## src/rtl/rv_mem_pkg.sv

```systemverilog
// Shared encodings and helpers for the memory-stage load/store unit.
package rv_mem_pkg;

  localparam logic [1:0] SIZE_BYTE    = 2'b00;
  localparam logic [1:0] SIZE_HALF    = 2'b01;
  localparam logic [1:0] SIZE_WORD    = 2'b10;
  localparam logic [1:0] SIZE_ILLEGAL = 2'b11;

  typedef enum logic [1:0] {
    StIdle,
    StAccess,
    StSplit,
    StResp
  } state_e;

  // Bytes are always aligned; illegal sizes are handled separately.
  function automatic logic is_misaligned(logic [1:0] addr_lsb, logic [1:0] size);
    logic mis;
    mis = 1'b0;
    case (size)
      SIZE_HALF: mis = addr_lsb[0];
      SIZE_WORD: mis = (addr_lsb != 2'b00);
      default:   mis = 1'b0;
    endcase
    return mis;
  endfunction

endpackage

```

## src/rtl/load_extend.sv

```systemverilog
// Sign/zero extension of assembled load data to 32 bits.
module load_extend
  import rv_mem_pkg::*;
(
  input  logic [31:0] data_i,
  input  logic [1:0]  size_i,
  input  logic        unsigned_i,
  output logic [31:0] ext_o
);

  always_comb begin
    ext_o = data_i;
    case (size_i)
      SIZE_BYTE: ext_o = unsigned_i ? {24'h0, data_i[7:0]} : {{24{data_i[7]}}, data_i[7:0]};
      SIZE_HALF: ext_o = unsigned_i ? {16'h0, data_i[15:0]} : {{16{data_i[15]}}, data_i[15:0]};
      default:   ext_o = data_i;
    endcase
  end

endmodule

```

## src/rtl/load_store_unit.sv

```systemverilog
// Memory-stage load/store unit: one request per transaction, misaligned accesses
// optionally split into aligned byte accesses, response on a valid/ready channel.
module load_store_unit
  import rv_mem_pkg::*;
#(
  parameter bit ALLOW_MISALIGNED = 1'b1
) (
  input  logic        clk,
  input  logic        rst_n,
  input  logic        req_valid_i,
  output logic        req_ready_o,
  input  logic [31:0] req_addr_i,
  input  logic [31:0] req_wdata_i,
  input  logic [1:0]  req_size_i,
  input  logic        req_unsigned_i,
  input  logic        req_we_i,
  output logic        rsp_valid_o,
  input  logic        rsp_ready_i,
  output logic [31:0] rsp_rdata_o,
  output logic        rsp_err_o,
  output logic [31:0] mem_a_o,
  output logic [31:0] mem_wd_o,
  output logic [1:0]  mem_data_size_o,
  output logic        mem_data_unsigned_o,
  output logic        mem_we_o,
  input  logic [31:0] mem_rd_i
);

  state_e      state_q, state_d;
  logic [31:0] addr_q, addr_d;
  logic [31:0] wdata_q, wdata_d;
  logic [1:0]  size_q, size_d;
  logic        unsigned_q, unsigned_d;
  logic        we_q, we_d;
  logic [1:0]  k_q, k_d;
  logic [31:0] buf_q, buf_d;
  logic [31:0] rdata_q, rdata_d;
  logic        err_q, err_d;

  logic [31:0] buf_merged;
  logic [31:0] split_ext;
  logic [1:0]  k_last;

  // Load buffer with the byte arriving this SPLIT cycle already merged in.
  always_comb begin
    buf_merged = buf_q;
    buf_merged[{k_q, 3'b000} +: 8] = mem_rd_i[7:0];
  end

  assign k_last = (size_q == SIZE_HALF) ? 2'd1 : 2'd3;

  load_extend u_load_extend (
    .data_i     (buf_merged),
    .size_i     (size_q),
    .unsigned_i (unsigned_q),
    .ext_o      (split_ext)
  );

  always_comb begin
    state_d    = state_q;
    addr_d     = addr_q;
    wdata_d    = wdata_q;
    size_d     = size_q;
    unsigned_d = unsigned_q;
    we_d       = we_q;
    k_d        = k_q;
    buf_d      = buf_q;
    rdata_d    = rdata_q;
    err_d      = err_q;
    unique case (state_q)
      StIdle: begin
        if (req_valid_i) begin
          addr_d     = req_addr_i;
          wdata_d    = req_wdata_i;
          size_d     = req_size_i;
          unsigned_d = req_unsigned_i;
          we_d       = req_we_i;
          k_d        = 2'd0;
          buf_d      = 32'h0;
          rdata_d    = 32'h0;
          err_d      = 1'b0;
          if (req_size_i == SIZE_ILLEGAL) begin
            state_d = StResp;
            err_d   = 1'b1;
          end else if (is_misaligned(req_addr_i[1:0], req_size_i)) begin
            if (ALLOW_MISALIGNED) begin
              state_d = StSplit;
            end else begin
              state_d = StResp;
              err_d   = 1'b1;
            end
          end else begin
            state_d = StAccess;
          end
        end
      end
      StAccess: begin
        state_d = StResp;
        rdata_d = we_q ? 32'h0 : mem_rd_i;
      end
      StSplit: begin
        buf_d = buf_merged;
        k_d   = k_q + 2'd1;
        if (k_q == k_last) begin
          state_d = StResp;
          rdata_d = we_q ? 32'h0 : split_ext;
        end
      end
      StResp: begin
        if (rsp_ready_i) begin
          state_d = StIdle;
          rdata_d = 32'h0;
          err_d   = 1'b0;
        end
      end
      default: state_d = StIdle;
    endcase
  end

  always_ff @(posedge clk or negedge rst_n) begin
    if (!rst_n) begin
      state_q    <= StIdle;
      addr_q     <= 32'h0;
      wdata_q    <= 32'h0;
      size_q     <= SIZE_BYTE;
      unsigned_q <= 1'b1;
      we_q       <= 1'b0;
      k_q        <= 2'd0;
      buf_q      <= 32'h0;
      rdata_q    <= 32'h0;
      err_q      <= 1'b0;
    end else begin
      state_q    <= state_d;
      addr_q     <= addr_d;
      wdata_q    <= wdata_d;
      size_q     <= size_d;
      unsigned_q <= unsigned_d;
      we_q       <= we_d;
      k_q        <= k_d;
      buf_q      <= buf_d;
      rdata_q    <= rdata_d;
      err_q      <= err_d;
    end
  end

  // Memory port is idle (and write-disabled) outside ACCESS/SPLIT, including during reset.
  always_comb begin
    mem_a_o             = 32'h0;
    mem_wd_o            = 32'h0;
    mem_data_size_o     = SIZE_BYTE;
    mem_data_unsigned_o = 1'b1;
    mem_we_o            = 1'b0;
    unique case (state_q)
      StAccess: begin
        mem_a_o             = addr_q;
        mem_wd_o            = wdata_q;
        mem_data_size_o     = size_q;
        mem_data_unsigned_o = unsigned_q;
        mem_we_o            = we_q;
      end
      StSplit: begin
        mem_a_o  = addr_q + {30'h0, k_q};
        mem_wd_o = {24'h0, wdata_q[{k_q, 3'b000} +: 8]};
        mem_we_o = we_q;
      end
      default: ;
    endcase
  end

  assign req_ready_o = (state_q == StIdle);
  assign rsp_valid_o = (state_q == StResp);
  assign rsp_rdata_o = rdata_q;
  assign rsp_err_o   = err_q;

endmodule
```

## config.mk

```make
export PLATFORM = sky130hd
export DESIGN_NAME = load_store_unit
export DESIGN_NICKNAME = d
export VERILOG_FILES = /design/src/rtl/rv_mem_pkg.sv /design/src/rtl/load_extend.sv /design/src/rtl/load_store_unit.sv
export SDC_FILE = /design/constraint.sdc
export NUM_CORES = 1
export LEC_CHECK = 0
export ABC_AREA = 1
export BUFFER_PORTS_ARGS = -buffer_cell sky130_fd_sc_hd__buf_4
export CAP_MARGIN = 20
export CORE_MARGIN = 1.5
export CORE_UTILIZATION = 58
export CTS_CLUSTER_DIAMETER = 60
export DETAILED_ROUTE_END_ITERATION = 8
export PLACE_DENSITY_LB_ADDON = 0.15
export SLEW_MARGIN = 10
export SYNTH_ARGS = -nofsm -noshare
export SYNTH_HDL_FRONTEND = slang
export SYNTH_HIERARCHICAL = 1
export SYNTH_SLANG_ARGS = --single-unit
```

## constraint.sdc

```tcl
create_clock -name clk -period 4.4 [get_ports clk]
set_input_delay 0.44 -clock clk [delete_from_list [all_inputs] [get_ports clk]]
set_output_delay 0.44 -clock clk [all_outputs]
set_load 0.005 [all_outputs]
```

==> reports/results.txt <==
Area growth, synth to finish - 23.7%
Hold Crit Class - in -> async
clk_lat worst skew - 0.44 ns
commonest non-fill, non-tap cell in the layout - nand2_1
DRC Markers - 0
worst rel slew slack - 30.7%
I/O Buffers - 206
CP Max Fanout - 24
Worst path slowest cell - dfrtp_1
TritonCTS clock tree - built
Starting DRT DRC Count - 675
Final Util - 73.4%
Hold Violations, Final - 0
peak supply drop - 0.000397 V
Placement Rows - 44
layout cells sized above 1 - 26.7%
via count - 8225
core area - 14500 µm²
initial core utilization - 59.3%
post-CTS setup buffer count - 0
hpwl dp - 16000 µm
Slew @ Worst Pin - 1.04 ns
RSZ-0062 raised after global routing - false
diode count - 0
f_max - 276 MHz
clock slew seen by the registers of the worst setup and hold paths - 0.06 ns
Avg WL per Cell - 15.7 µm
syn_nets - 1236
H-tree levels - 4
vias in the first global route - 7961
Worst path max stage delay - 0.88 ns
largest net degree at the start of global routing - 105
status - completed
Ports - 207
sequential element share of the synthesized area - 39.9%
nets - 1397
Tcrit/Tclk final - 82.4%
Clock Skew - 0.00874 ns
most frequent cells in the layout - nand2_1 (281), buf_4 (214), dfrtp_1 (136), inv_1 (126), nor2_1 (77)
Fill cells - 1166
all-layer global routing usage - 30.2%
GPL Wtd Cong - 0.934
WP buf/inv - 3
clk buf depth - 2
Pwr Total - 7.48 mW
die area - 15600 µm²
Cells after Synth - 1116
Post-Syn Area per Cell - 7.70 µm²
nature of the critical path endpoint - output pin
cells along the critical path - ha_1, inv_1, fa_1, inv_1, nand2_2, nor2_4, nand3_4, nor2_2, nand2_1, nand2_1, nand2_1, a21oi_2, buf_4
Synth warnings - 6
Critical Path Start Type - register
vias per cell - 5.58
Final Setup Violations - 0
post_cts resized - 0
hold buffer count at CTS - 0
max_cap viols - 0
1st-pass router iterations - 5
#FFs+latches synth - 137
clock sinks - 137
cell area after synthesis - 8590 µm²
chip width - 125 µm
worst path required time - 3.96 ns
Routed Wire Length - 23200 µm
Leak - 5.36 nW
delay-heaviest family, CP - flip-flops
Min Clock Period, post-route - 3.63 ns
Final Max Slew Viols - 0
Synth async-reset ratio - 100%
crit path DAT - 3.19 ns
synth unique cells - 41
Root Driver - clkbuf_16
Routed Antenna Nets - 0
Congestion Overflow GR - 0
power per cell area - 704 nW/µm²
EDFF count, synth - 0
CTS buffer count - 17
setup TNS - 0 ns
kind of critical path - reg -> out
first-pass GRT wire length - 38000 µm
initial antenna violation count - 0
Die Ht - 125 µm
commonest register cell after synthesis - dfrtp_1
CP most frequent cell - nand2_1
final timing paths:
kind                                 start              end  slack [ns]  cells after the start
min in group clk            req_addr_i[12]       addr_q[12]        0.23                      2
max in group asynchronous            rst_n        buf_q[21]        3.28                      2
hold reg to reg            rsp_rdata_o[31]  rsp_rdata_o[31]        0.49                      2
setup reg to reg                    k_q[0]  rsp_rdata_o[25]        0.99                     12
hold / removal                       rst_n  rsp_rdata_o[11]        0.13                      1
setup / recovery                    k_q[0]      mem_a_o[26]        0.77                     13
synthesized netlist by cell type, types with 7 or more instances:
cell type    n  area share (%)
buf_2       32             1.9
a21oi_2      7            0.71
buf_6        8             1.0
ha_1        15             2.2
a22o_1      31             3.2
nor2_2       7            0.51
nand3_1     36             2.1
inv_1      126             5.5
a22oi_1     15             1.3
nor3_1       9            0.52
dfrtp_1    136              40
o21ai_0     70             4.1
buf_4       12             1.0
nor2_4       7            0.92
nand4_1     15             1.1
clkbuf_1    17            0.74
mux2_2      48             6.3
o21ai_1     42             2.4
nor2_1      77             3.4
o22ai_1     32             2.3
a21oi_1     51             3.0
nand2_1    283              12
nand2_2      7            0.51
through the flow:
stage               hold slack (ns)  cells  setup slack, ns  cell area [µm²]
floorplan                     0.144   1116             1.84             8590
global route                  0.217   1474            0.569            10600
CTS                           0.173   1474            0.844            10600
detailed placement            0.478   1442             1.10            10000
global placement              0.472   1442             1.26            10000
finish                        0.130   1474            0.773            10600
per-layer routing:
| layer | vias up | global-route usage (%) | share of wire [%] |
|---|---|---|---|
| met5 | - | 0 | 0 |
| met4 | 0 | 13.5 | 3.0 |
| met3 | 60 | 6.01 | 5.9 |
| met2 | 305 | 50.1 | 48 |
| met1 | 3870 | 38.4 | 43 |
| li1 | 3990 | - | - |
worst register-to-register path, cell delays in order (launching register included):
cell and delay (ns):
dfrtp_1 0.88, inv_2 0.42, ha_1 0.50, nor2_2 0.28, nand4_1 0.12, o21ai_1 0.15
inv_1 0.06, nor2_1 0.12, nand2_2 0.29, nand3_1 0.18, a22o_1 0.14, nand2_1 0.05
o21ai_1 0.13
registers in the layout (all words and copies together), names as in the netlist:
register     cells
size_q           2
addr_q          32
rsp_err_o        1
we_q             1
rsp_rdata_o     32
state_q          2
unsigned_q       1
wdata_q         32
buf_q           32
k_q              2
final cells by class:
cell class	count	area (µm²)	share of cell area, %
Multi-Input combinational cell	773	4270	40.2
Inverter	133	499	4.70
Tap cell	184	230	2.17
Clock buffer	25	515	4.85
Clock inverter	7	65.1	0.612
Timing Repair Buffer	215	1620	15.2
Sequential cell	137	3430	32.3
cells by family (layout without fill, tap and decap cells):
family                   after synthesis  after routing  synth area share, %
adder cells (fa/ha/maj)               16             16                 2.42
flip-flops                           137            137                 39.9
multiplexers                          49             49                 6.41
AND/OR/NAND/NOR                      455            455                 23.1
AO/OA/AOI/OAI                        253            253                 17.4
buffers and inverters                206            380                 10.7
report_power, final:
part,internal (mW),switching [mW]
Clock,0.863,0.551
Combinational,1.57,2.26
Sequential,1.76,0.475
Note: power is estimated with default switching activity, not from simulation.
